===== src/rtl/button_in_pkg.sv =====
// Shared layout of the button status word and counter sizing helper for the
// push-button input port.
package button_in_pkg;

  localparam int LEVEL_LSB  = 0;
  localparam int FLAG_LSB   = 16;
  localparam int MAX_WIDTH  = 16;
  localparam int DATA_WIDTH = 32;

  // Status word as seen by the CPU: press flags in the upper half, levels below.
  typedef struct packed {
    logic [MAX_WIDTH-1:0] flags;
    logic [MAX_WIDTH-1:0] level;
  } status_t;

  // Bits needed to hold 0..value-1; never less than one bit.
  function automatic int clog2(input int value);
    int r;
    r = 0;
    for (int i = 0; i < 31; i++) begin
      if ((32'sd1 <<< i) < value) r = i + 1;
    end
    if (r < 1) r = 1;
    return r;
  endfunction

endpackage


===== src/rtl/button_in_debounce_bit.sv =====
// One input bit: polarity normalize, 2-flop synchronize, then accept a level
// change only after DEBOUNCE_CYCLES consecutive mismatching samples.
module button_in_debounce_bit
  import button_in_pkg::*;
#(
  parameter int DEBOUNCE_CYCLES = 50000,
  parameter bit ACTIVE_LOW      = 1'b1
) (
  input  logic clk,
  input  logic reset,
  input  logic pin,
  output logic stable,
  output logic rise
);

  localparam int CNT_W = clog2(DEBOUNCE_CYCLES);
  localparam logic [CNT_W-1:0] CNT_MAX = CNT_W'(DEBOUNCE_CYCLES - 1);

  logic             pin_n;
  logic             sync1_q, sync1_d;
  logic             sync0_q, sync0_d;
  logic             stable_q, stable_d;
  logic [CNT_W-1:0] cnt_q, cnt_d;
  logic             accept;

  assign pin_n = ACTIVE_LOW ? ~pin : pin;

  always_comb begin
    sync1_d  = pin_n;
    sync0_d  = sync1_q;
    stable_d = stable_q;
    cnt_d    = '0;
    accept   = 1'b0;
    // Any sample matching the accepted level restarts the count.
    if (sync0_q != stable_q) begin
      if (cnt_q == CNT_MAX) begin
        accept   = 1'b1;
        stable_d = sync0_q;
        cnt_d    = '0;
      end else begin
        cnt_d = cnt_q + 1'b1;
      end
    end
  end

  // Combinational so the top-level flag and pulse register on the same edge as stable.
  assign rise   = accept & sync0_q;
  assign stable = stable_q;

  always_ff @(posedge clk or posedge reset) begin
    if (reset) begin
      sync1_q  <= 1'b0;
      sync0_q  <= 1'b0;
      stable_q <= 1'b0;
      cnt_q    <= '0;
    end else begin
      sync1_q  <= sync1_d;
      sync0_q  <= sync0_d;
      stable_q <= stable_d;
      cnt_q    <= cnt_d;
    end
  end

endmodule


===== src/rtl/button_in.sv =====
// Push-button / DIP-switch input port: per-bit debounce, sticky press flags
// cleared by CPU write, and a 32-bit status word for the I/O read mux.
module button_in
  import button_in_pkg::*;
#(
  parameter int WIDTH           = 4,
  parameter int DEBOUNCE_CYCLES = 50000,
  parameter bit ACTIVE_LOW      = 1'b1
) (
  input  logic                         clk,
  input  logic                         reset,
  input  logic [WIDTH-1:0]             ext_button,
  input  logic                         clear_we,
  input  logic [WIDTH-1:0]             clear_mask,
  output logic signed [DATA_WIDTH-1:0] data,
  output logic [WIDTH-1:0]             press_pulse
);

  logic [WIDTH-1:0] stable;
  logic [WIDTH-1:0] rise;
  logic [WIDTH-1:0] clear_bits;
  logic [WIDTH-1:0] pressed_q, pressed_d;
  logic [WIDTH-1:0] pulse_q, pulse_d;
  status_t          status;

  for (genvar i = 0; i < WIDTH; i++) begin : g_bit
    button_in_debounce_bit #(
      .DEBOUNCE_CYCLES(DEBOUNCE_CYCLES),
      .ACTIVE_LOW     (ACTIVE_LOW)
    ) u_db (
      .clk   (clk),
      .reset (reset),
      .pin   (ext_button[i]),
      .stable(stable[i]),
      .rise  (rise[i])
    );
  end

  // Rise is OR'd after the clear so a same-cycle press keeps its flag.
  always_comb begin
    clear_bits = clear_we ? clear_mask : '0;
    pressed_d  = (pressed_q & ~clear_bits) | rise;
    pulse_d    = rise;
  end

  always_ff @(posedge clk or posedge reset) begin
    if (reset) begin
      pressed_q <= '0;
      pulse_q   <= '0;
    end else begin
      pressed_q <= pressed_d;
      pulse_q   <= pulse_d;
    end
  end

  always_comb begin
    status                    = '0;
    status.level[WIDTH-1:0]   = stable;
    status.flags[WIDTH-1:0]   = pressed_q;
  end

  assign data        = $signed(status);
  assign press_pulse = pulse_q;

endmodule


===== config.mk =====
export PLATFORM = sky130hd
export DESIGN_NAME = button_in
export DESIGN_NICKNAME = d
export VERILOG_FILES = /design/src/rtl/button_in_pkg.sv /design/src/rtl/button_in_debounce_bit.sv /design/src/rtl/button_in.sv
export SDC_FILE = /design/constraint.sdc
export NUM_CORES = 1
export LEC_CHECK = 0
export BUFFER_PORTS_ARGS = -buffer_cell sky130_fd_sc_hd__clkbuf_2
export CORE_AREA = 2 2 90 110
export DETAILED_ROUTE_END_ITERATION = 16
export DIE_AREA = 0 0 92 112
export PLACE_DENSITY = 0.66
export SYNTH_ARGS = -nofsm -noshare
export SYNTH_HDL_FRONTEND = slang
export SYNTH_SLANG_ARGS = --single-unit

===== constraint.sdc =====
create_clock -name clk -period 2 [get_ports clk]
set_input_delay 0 -clock clk [delete_from_list [all_inputs] [get_ports clk]]
set_output_delay 0 -clock clk [all_outputs]
set_load 0.02 [all_outputs]

==> metrics <==
worst setup path start=g_bit[0].u_db.cnt_q[12]; worst hold slack=24.65 ps; simple-gate share of the synthesized area=24.36%; vias in the first global route=2818; XOR/XNOR Fraction of Synth Area=12.44%; initial antenna violation count=0; Initial DRC Count=101; Final Hold Fails=0; dpl hpwl=4.989 mm; # clock sinks=84; htree depth=3; critical path launch point type=flip-flop; Main synth FF type=dfrtp_1; HP Class=in -> reg; max-slew violation count=0; Crit. End Element=flip-flop; largest net degree at the start of global routing=66; DIE AREA=10300 µm²; crit-path max FO=4; Avg WL per Cell=12.96 µm; Reg2Reg Depth=4; crit path capture=g_bit[0].u_db.stable; DRC=0; Vias/cell=4.970; Num CTS Buffers=9; starting density of the core=44.05%; period utilisation layout=92.73%; Max Cap Viol=0; # IOs=47; skew final=5.851 ps; f_max=0.5392 GHz; Final ANT Viol Nets=0; mux cell area share after synthesis=0.9191%; grt total ovfl=0; WS Path Type=reg -> reg; EDFF count, synth=0; post-synthesis register bit count=84; power per cell area=797.9 nW/µm²; Post-DP Area=4268 µm²; first-pass GRT wire length=12.92 mm; Synth Area in Adders=1.225%; total area of sequential cells=2102 µm²; area delta synth->final=14.95%; reg2reg end=g_bit[0].u_db.stable; Crit Reg-Reg Startpoint=g_bit[0].u_db.cnt_q[12]; n_diodes=0; Root Driver=clkbuf_16; area occupied by multi-input gates=1758 µm²; die width=92 µm; RSZ-0062 raised after global routing=false; Seq/Total Area, Yosys=51.47%; Ys Warns=0; core area=9271 µm²; Final TNS setup=0 ps; GP Congestion=0.8255; GR peak layer=met2; row cnt=39; final instance area=4695 µm²; # setup viols final=0; Finished Layout Cells=570; All-Layer GR Usage=15.64%; status=completed; setup bufs post-CTS=0; Compound-Gate Fraction of Synth Area=1.900%; Avg Cell Area, Syn=10.08 µm²; met3 usage=3.518%; placed cells=545; clock latency on the worst-skew pair=340 ps; share of layout cells above drive strength 1=13.20%; Die Y=112 µm; Arr. time, crit path=2080 ps; via count=2833; Cells after Synth=405; CP required=2220 ps; count of cell types in the netlist=37; worst reg2reg setup slack=150 ps; TritonCTS clock tree=built; nets@finish=457; TritonRoute pass-1 iters=4; minimum clock period=1855 ps; port bufs=22; Pleak=2.015 nW; fillcell total=874; most common cell after layout, fill and taps aside=dfrtp_1; Clock Path Buffers=2; largest family of logic cells by synthesized area=simple AND/OR/NAND/NOR gates; FFs w/ async S/R, synth=100.0%; met1 GRT Util=21.01%; synthesized cell area=4084 µm²; most frequent cells in the layout=84 x dfrtp_1, 71 x nor2_1, 47 x xnor2_1; peak supply drop=0.5374 mV; M2 GR Usage=24.46%; clk slew on worst S/H paths=60 ps; routed wire length=7.385 mm
-- routing by layer --
layer | up-vias | routed length, µm
met4 | 0 | 148
li1 | 1397 | -
met3 | 10 | 209
met5 | - | 0
met1 | 1387 | 3439
met2 | 39 | 3588
-- how the worst min path moves through the flow --
stage / from / end / slack, ps / cells past startpoint
final: clear_we / pressed_q[3] / 20 / 3
after global routing: clear_we / pressed_q[1] / 40 / 3
after CTS: clear_we / pressed_q[2] / 6 / 3
after detailed placement: reset / g_bit[3].u_db.cnt_q[8] / 40 / 2
after global placement: reset / g_bit[3].u_db.cnt_q[8] / 40 / 2
after floorplan: ext_button[0] / g_bit[0].u_db.sync0_d / 60 / 1
-- power breakdown --
part | total (mW) | switching (mW) | internal, mW
Combinational | 0.173 | 0.119 | 0.0541
Sequential | 1.75 | 0.0254 | 1.73
Clock | 1.82 | 0.657 | 1.16
-- cell families after synthesis --
kind of cell | count (synthesis)
and+or+nand+nor | 192
DFF | 84
xor gates and xnor gates | 58
buffers and inverters | 54
AOI/OAI and AO/OA | 9
adders and majority gates | 4
muxes | 3
other | 1
-- critical path: stages, from the launching register on --
cell and delay [ps]:
dfrtp_1 430, nor4b_2 310, nand3_2 140, or4_4 550
mux2_4 310
-- cell usage after synthesis, types with 3 or more instances --
cell type  instances  area [µm²]
xnor2_1           47       411.6
nor4b_1            3       26.28
xor2_1            11       96.34
buf_4             28       210.2
dfrtp_1           84        2102
nand3_1           22       110.1
ha_1               4       50.05
nand2_1           21       78.83
clkbuf_1           6       22.52
nor4_1            17       106.4
a21o_1             3       22.52
nor2_1            71       266.5
nor4bb_1           6       60.06
inv_1             18       67.56
nor3_1            15       75.07
nand4_1           18       112.6
and3_1             5       31.28
-- what timing repair did --
item	4_1_cts	5_1_grt
resized for setup	0	0
hold buffers	9	0
endpoints found under the hold margin	27	0
-- final cells by class --
cell class / count / share of cell area, %
Sequential cell: 84 / 44.78
Multi-Input combinational cell: 290 / 37.45
Timing Repair Buffer: 39 / 5.810
Clock buffer: 11 / 5.384
Tap cell: 123 / 3.278
Clock inverter: 5 / 1.786
Inverter: 18 / 1.519
-- registers in the layout (all words and copies together) (netlist names) --
name and flops:
pressed_q 4, g_bit.u_db.stable 4, press_pulse 4, g_bit.u_db.sync0_q 4
g_bit.u_db.sync0_d 4, g_bit.u_db.cnt_q 64
-- metrics by stage --
stage	total power [mW]	setup slack, ps	utilization [%]
after floorplan	1.929	214.3	-
after global placement	1.941	169.5	46.03
after detailed placement	1.945	137.5	46.03
after CTS	3.805	141.1	50.63
after global routing	3.890	95.82	50.63
final	3.746	145.5	50.63
Note: power is estimated with default switching activity, not from simulation.
